==> src/rtl/parser_defs.sv <==
// Shared message and arbiter types for the parser-to-FIFO path.
package parser_defs;

    typedef struct packed {
        logic [7:0]  msg_type;
        logic [31:0] order_id;
        logic [31:0] price;
        logic [15:0] qty;
    } parsed_msg_t;

    localparam int MAX_SRC = 16;

    typedef logic [$clog2(MAX_SRC)-1:0] src_idx_t;

    typedef enum logic {
        IDLE,
        BURST
    } arb_state_e;

endpackage

==> src/rtl/rr_pick.sv <==
// Combinational cyclic find-first: the first set request at or after start, wrapping.
module rr_pick #(
    parameter int N     = 4,
    parameter int IDX_W = (N > 1) ? $clog2(N) : 1
) (
    input  logic [N-1:0]     req,
    input  logic [IDX_W-1:0] start,
    output logic [IDX_W-1:0] idx,
    output logic             any
);

    function automatic logic [IDX_W-1:0] wrap(input int s);
        return (s >= N) ? IDX_W'(s - N) : IDX_W'(s);
    endfunction

    // Scan from the far end so the nearest hit to start is written last.
    always_comb begin
        idx = '0;
        any = |req;
        for (int k = N - 1; k >= 0; k--) begin
            if (req[wrap(int'(start) + k)]) begin
                idx = wrap(int'(start) + k);
            end
        end
    end

endmodule

==> src/rtl/msg_fifo_wr_arbiter.sv <==
// Round-robin, burst-capable arbiter sharing the msg_fifo write port among parser lanes.
module msg_fifo_wr_arbiter
    import parser_defs::*;
#(
    parameter int  NUM_SRC   = 4,
    parameter int  MAX_BURST = 4,
    parameter int  CNT_W     = 16,
    localparam int IDX_W     = (NUM_SRC > 1) ? $clog2(NUM_SRC) : 1
) (
    input  logic               clk,
    input  logic               reset,
    input  logic [NUM_SRC-1:0] src_valid,
    input  parsed_msg_t        src_msg [NUM_SRC],
    output logic [NUM_SRC-1:0] src_ready,
    input  logic               fifo_full,
    output logic               fifo_write_en,
    output parsed_msg_t        fifo_msg_in,
    output logic [IDX_W-1:0]   grant_id,
    output logic [CNT_W-1:0]   accept_cnt [NUM_SRC],
    output logic [CNT_W-1:0]   stall_cnt
);

    localparam int BEAT_W = $clog2(MAX_BURST + 1);

    arb_state_e        state_q, state_d;
    logic [IDX_W-1:0]  rr_ptr_q, rr_ptr_d;
    logic [IDX_W-1:0]  owner_q, owner_d;
    logic [BEAT_W-1:0] beats_q, beats_d, beats_inc;
    logic [IDX_W-1:0]  pick_start, pick_idx, grant;
    logic              owner_vld, burst_hold, burst_drop, pick_any, xfer;

    function automatic logic [IDX_W-1:0] next_idx(input logic [IDX_W-1:0] i);
        return (int'(i) >= NUM_SRC - 1) ? '0 : i + 1'b1;
    endfunction

    function automatic logic [CNT_W-1:0] sat_inc(input logic [CNT_W-1:0] v);
        return (&v) ? v : v + 1'b1;
    endfunction

    assign owner_vld  = src_valid[owner_q];
    assign burst_hold = (state_q == BURST) && owner_vld;
    assign burst_drop = (state_q == BURST) && !owner_vld;

    // An abandoned burst hands over in the same cycle by picking from owner+1.
    assign pick_start = burst_drop ? next_idx(owner_q) : rr_ptr_q;

    rr_pick #(.N(NUM_SRC)) u_pick (
        .req   (src_valid),
        .start (pick_start),
        .idx   (pick_idx),
        .any   (pick_any)
    );

    assign grant         = burst_hold ? owner_q : pick_idx;
    assign xfer          = pick_any && !fifo_full && reset;
    assign fifo_write_en = xfer;
    assign fifo_msg_in   = src_msg[grant];
    assign grant_id      = reset ? grant : '0;
    assign beats_inc     = beats_q + 1'b1;

    always_comb begin
        src_ready = '0;
        if (xfer) begin
            src_ready[grant] = 1'b1;
        end
    end

    always_comb begin
        state_d  = state_q;
        rr_ptr_d = rr_ptr_q;
        owner_d  = owner_q;
        beats_d  = beats_q;
        if (burst_drop) begin
            state_d  = IDLE;
            rr_ptr_d = next_idx(owner_q);
            beats_d  = '0;
        end
        // Back-pressure leaves everything untouched, so a burst survives fifo_full.
        if (xfer) begin
            if (burst_hold) begin
                beats_d = beats_inc;
                if (beats_inc == BEAT_W'(MAX_BURST)) begin
                    state_d  = IDLE;
                    rr_ptr_d = next_idx(owner_q);
                    beats_d  = '0;
                end
            end else if (MAX_BURST > 1) begin
                state_d = BURST;
                owner_d = grant;
                beats_d = BEAT_W'(1);
            end else begin
                rr_ptr_d = next_idx(grant);
            end
        end
    end

    always_ff @(posedge clk) begin
        if (!reset) begin
            state_q   <= IDLE;
            rr_ptr_q  <= '0;
            owner_q   <= '0;
            beats_q   <= '0;
            stall_cnt <= '0;
        end else begin
            state_q  <= state_d;
            rr_ptr_q <= rr_ptr_d;
            owner_q  <= owner_d;
            beats_q  <= beats_d;
            if (pick_any && fifo_full) begin
                stall_cnt <= sat_inc(stall_cnt);
            end
        end
    end

    for (genvar i = 0; i < NUM_SRC; i++) begin : g_acc
        always_ff @(posedge clk) begin
            if (!reset) begin
                accept_cnt[i] <= '0;
            end else if (src_ready[i]) begin
                accept_cnt[i] <= sat_inc(accept_cnt[i]);
            end
        end
    end

endmodule

==> config.mk <==
export PLATFORM = sky130hd
export DESIGN_NAME = msg_fifo_wr_arbiter
export DESIGN_NICKNAME = d
export VERILOG_FILES = /design/src/rtl/parser_defs.sv /design/src/rtl/rr_pick.sv /design/src/rtl/msg_fifo_wr_arbiter.sv
export SDC_FILE = /design/constraint.sdc
export NUM_CORES = 1
export LEC_CHECK = 0
export CORE_AREA = 10 10 200 202
export DETAILED_ROUTE_END_ITERATION = 8
export DIE_AREA = 0 0 210 212
export SLEW_MARGIN = 20
export SYNTH_ARGS = -nofsm -noshare
export SYNTH_HDL_FRONTEND = slang
export SYNTH_SLANG_ARGS = --single-unit
==> constraint.sdc <==
create_clock -name clk -period 5.2 [get_ports clk]
set_input_delay 1.3 -clock clk [delete_from_list [all_inputs] [get_ports clk]]
set_output_delay 1.3 -clock clk [all_outputs]
set_load 0.005 [all_outputs]
==> impl_metrics.yaml <==
outcome:
  outcome: "finished clean"
synth:
  ys.flop_type: "dfxtp_1"
  syn_area_um2: 6693
  synth-seq-area-share: 0.2632
  synthDistinctLibCells: 65
  async_flop_share: 0
  netlist_top_cells_count: "mux4_2 (89), dfxtp_1 (88), nor2_1 (75), nand2_1 (45), nand3_1 (31)"
  synth_most_common_cell: "mux4_2"
  syn_nets: 1013
  netlist_instances: 646
  synth_area_per_cell_um2: 10.36
  synth_edf_count: 0
  yosysTopAreaCell: "mux4_2"
  ys_warn_count: 0
  yosys.area.top_type_share: 0.2995
  synthTopCellsByArea: "mux4_2 (30%), dfxtp_1 (26%), nor2_1 (4.2%)"
  ys_seq_elements: 88
worst_hold_path:
  hold_path_depth: 2
  hold_class: "reg -> reg"
placed_design:
  dp_hpwl_um: 43570
  io_buffers: 533
  dp_cells: 1655
  gp_congestion: 0.9551
routing:
  vias: 8062
  drt_iter0_drc: 504
  drc: 0
  antenna_left: 0
  vias_per_cell: 4.742
  wl_um: 50700
  drt-pass1-iter-count: 5
  wire_per_inst_um: 29.82
global_routing:
  grt_max_degree: 51
  grt_pass1_wl_um: 68100
  grt_pass1_vias: 8358
  grt-ovfl-total: 0
  grt_use_total: 0.2160
  antenna_found_initial: 24
sta:
  drv_slew: 0
  period_share: 0.9850
  period_minus_slack_ns: 5.122
  tightestPinTransition_ns: 0.7015
  hold_viol: 0
  slew_headroom: 0.5262
  skew_ns: 0.007821
  max_freq_mhz: 195.2
  rsz0062_at_grt: "no"
  final-setup-viol-count: 0
clock_tree:
  cts_made_buffers: 9
  clock-sinks: 88
  htree_levels: 3
  clock_path_buffers: 2
  clock_latency_ns: 0.35
  cts_tree: "done"
  clockRootBuffer: "clkbuf_16"
  clkTransAtPathRegs_ns: 0.06
  hold_buffers: 0
worst_setup_path:
  max_stage_delay_ns: 0.33
  setup.worst_path.start_class: "input port"
  r2r_slack_ns: 1.35
  critPathKind: "in -> out"
  critPathRequiredTime_ns: 3.90
  crit_arrival_ns: 3.82
  critPathCaptureType: "output pin"
  r2r_cells: 12
  path_common_cell: "mux2_4"
  cp_slowest_cell: "mux2_4"
  timing.critical_path.cells: "dlygate4sd2_1 > mux2_4 > o22a_4 > mux2_4 > o221ai_4 > o21ai_4 > buf_12 > bufbuf_16 > mux4_2 > clkdlybuf4s15_1"
  crit_fanout: 10
pwr:
  p_sw_mw: 0.7784
  report.power.total_mw: 2.728
  seqPwrFrac: 0.252
  leakage_nw: 4.963
  ir_drop_uv: 133.3
  p_sw_frac: 0.2853
  powerDensity_nw_per_um2: 201.9
  clkPwrFrac: 0.293
  internal_power_mw: 1.950
  pwr-share-comb: 0.455
run:
  maxCapViolCount: 0
layout:
  syn_to_final_growth_pct: 101.9
  fin_util: 0.3744
  nets: 1579
  layout-drive-gt1-share: 0.1734
  layoutNonFillerInstCount: 1700
floorplanning:
  die_y_um: 212
  placementRows: 70
  die_area_um2: 44520
  initial_core_util: 0.1855
  die_w_um: 210
  core_area_um2: 36080
  io_pins: 534
[path summary, 6_finish.rpt]
path,startpoint,end
min reg2reg,accept_cnt[41]$_SDFFE_PN0P_,accept_cnt[41]$_SDFFE_PN0P_
max reg2reg,owner_q[1]$_SDFFE_PN0P_,accept_cnt[41]$_SDFFE_PN0P_
max,src_valid[1],fifo_msg_in[16]
min,accept_cnt[41]$_SDFFE_PN0P_,accept_cnt[41]$_SDFFE_PN0P_
[power by group through the flow]
stage               logic (mW)  registers, mW  clock network [mW]
finish                    1.24          0.689               0.799
global route              1.31          0.689               0.849
CTS                       1.25          0.689               0.827
detailed placement        1.23          0.704                   0
global placement          1.22          0.704                   0
floorplan                0.447          0.703                   0
[logic make-up (layout without fill, tap and decap cells)]
logic type	after synthesis	count (layout)	share of synthesized area
AO/OA/AOI/OAI	77	77	0.08207
XOR/XNOR	49	49	0.06412
adder cells (fa/ha/maj)	8	8	0.01496
buffers and inverters	51	622	0.03870
flip-flops	88	88	0.2632
multiplexers	109	109	0.3302
other	0	15	0
AND/OR/NAND/NOR	264	264	0.2068
[sequential cells by signal, indices dropped and copies added, names as in the netlist]
| register | cells |
|---|---|
| stall_cnt | 16 |
| state_q | 1 |
| rr_ptr_q | 2 |
| beats_q | 3 |
| owner_q | 2 |
| accept_cnt | 64 |
[metal layers]
layer,vias up,part of all wire,global-route usage
met3,59,0.077,0.07234
li1,3638,-,-
met1,4013,0.37,0.2309
met2,346,0.52,0.3869
met4,6,0.030,0.08087
met5,-,0.00071,0
[critical path: cells and delay by family]
| family | cells | cell delay [ns] |
|---|---|---|
| mux | 3 | 0.95 |
| buf+inv | 4 | 0.99 |
| compound gates | 3 | 0.57 |
[cell type report]
| class | instances | area, um2 |
|---|---|---|
| multi-input combinational | 507 | 4752 |
| inverter | 12 | 45.04 |
| clock inverter | 5 | 128.9 |
| timing repair buffer | 594 | 5968 |
| sequential | 88 | 1762 |
| fill | 3619 | 22570 |
| clock buffer | 11 | 232.7 |
| antenna | 15 | 37.54 |
| tap | 468 | 585.6 |
[placed cells by master (no fill, tap or decap), types with 3 or more instances in the layout]
cell and count:
buf_4 44, nand4_1 23, a21oi_1 20, nor2_1 75
buf_16 9, o21ai_0 21, nand2_1 45, clkdlybuf4s15_1 10
ha_1 8, mux4_2 89, nor4_1 3, nand3_1 31
mux2i_1 15, xor2_1 27, and2_1 8, a31oi_1 3
buf_2 10, o31ai_1 5, clkdlybuf4s50_1 437, and4_1 4
diode_2 15, clkbuf_16 9, or3_1 13, clkdlybuf4s15_2 4
mux2_4 3, bufinv_16 4, a311oi_1 3, xnor2_1 22
and3_1 17, nor2b_1 4, nand3b_1 6, inv_1 11
buf_12 6, nor3_1 14, dfxtp_1 88, dlygate4sd2_1 68
nand2b_1 6
[what timing repair did]
action,in CTS,in global routing
gates cloned,7,0
pin swaps,3,4
resized for setup,158,13
endpoints found under the setup margin,94,42
setup buffers,7,0
[stage by stage]
step	setup WS (ns)	hold slack (ns)	setup TNS (ns)	area (um2)
after floorplan	0.4158	0.4586	0	6693
after global placement	-0.3413	0.4648	-23.34	12830
after CTS	0.001539	0.4754	0	13460
after global routing	0.001382	0.4920	0	13510
final	0.07807	0.4730	0	13510
after detailed placement	-0.4104	0.4668	-29.34	12830
Power figures use the tool's default switching activity.
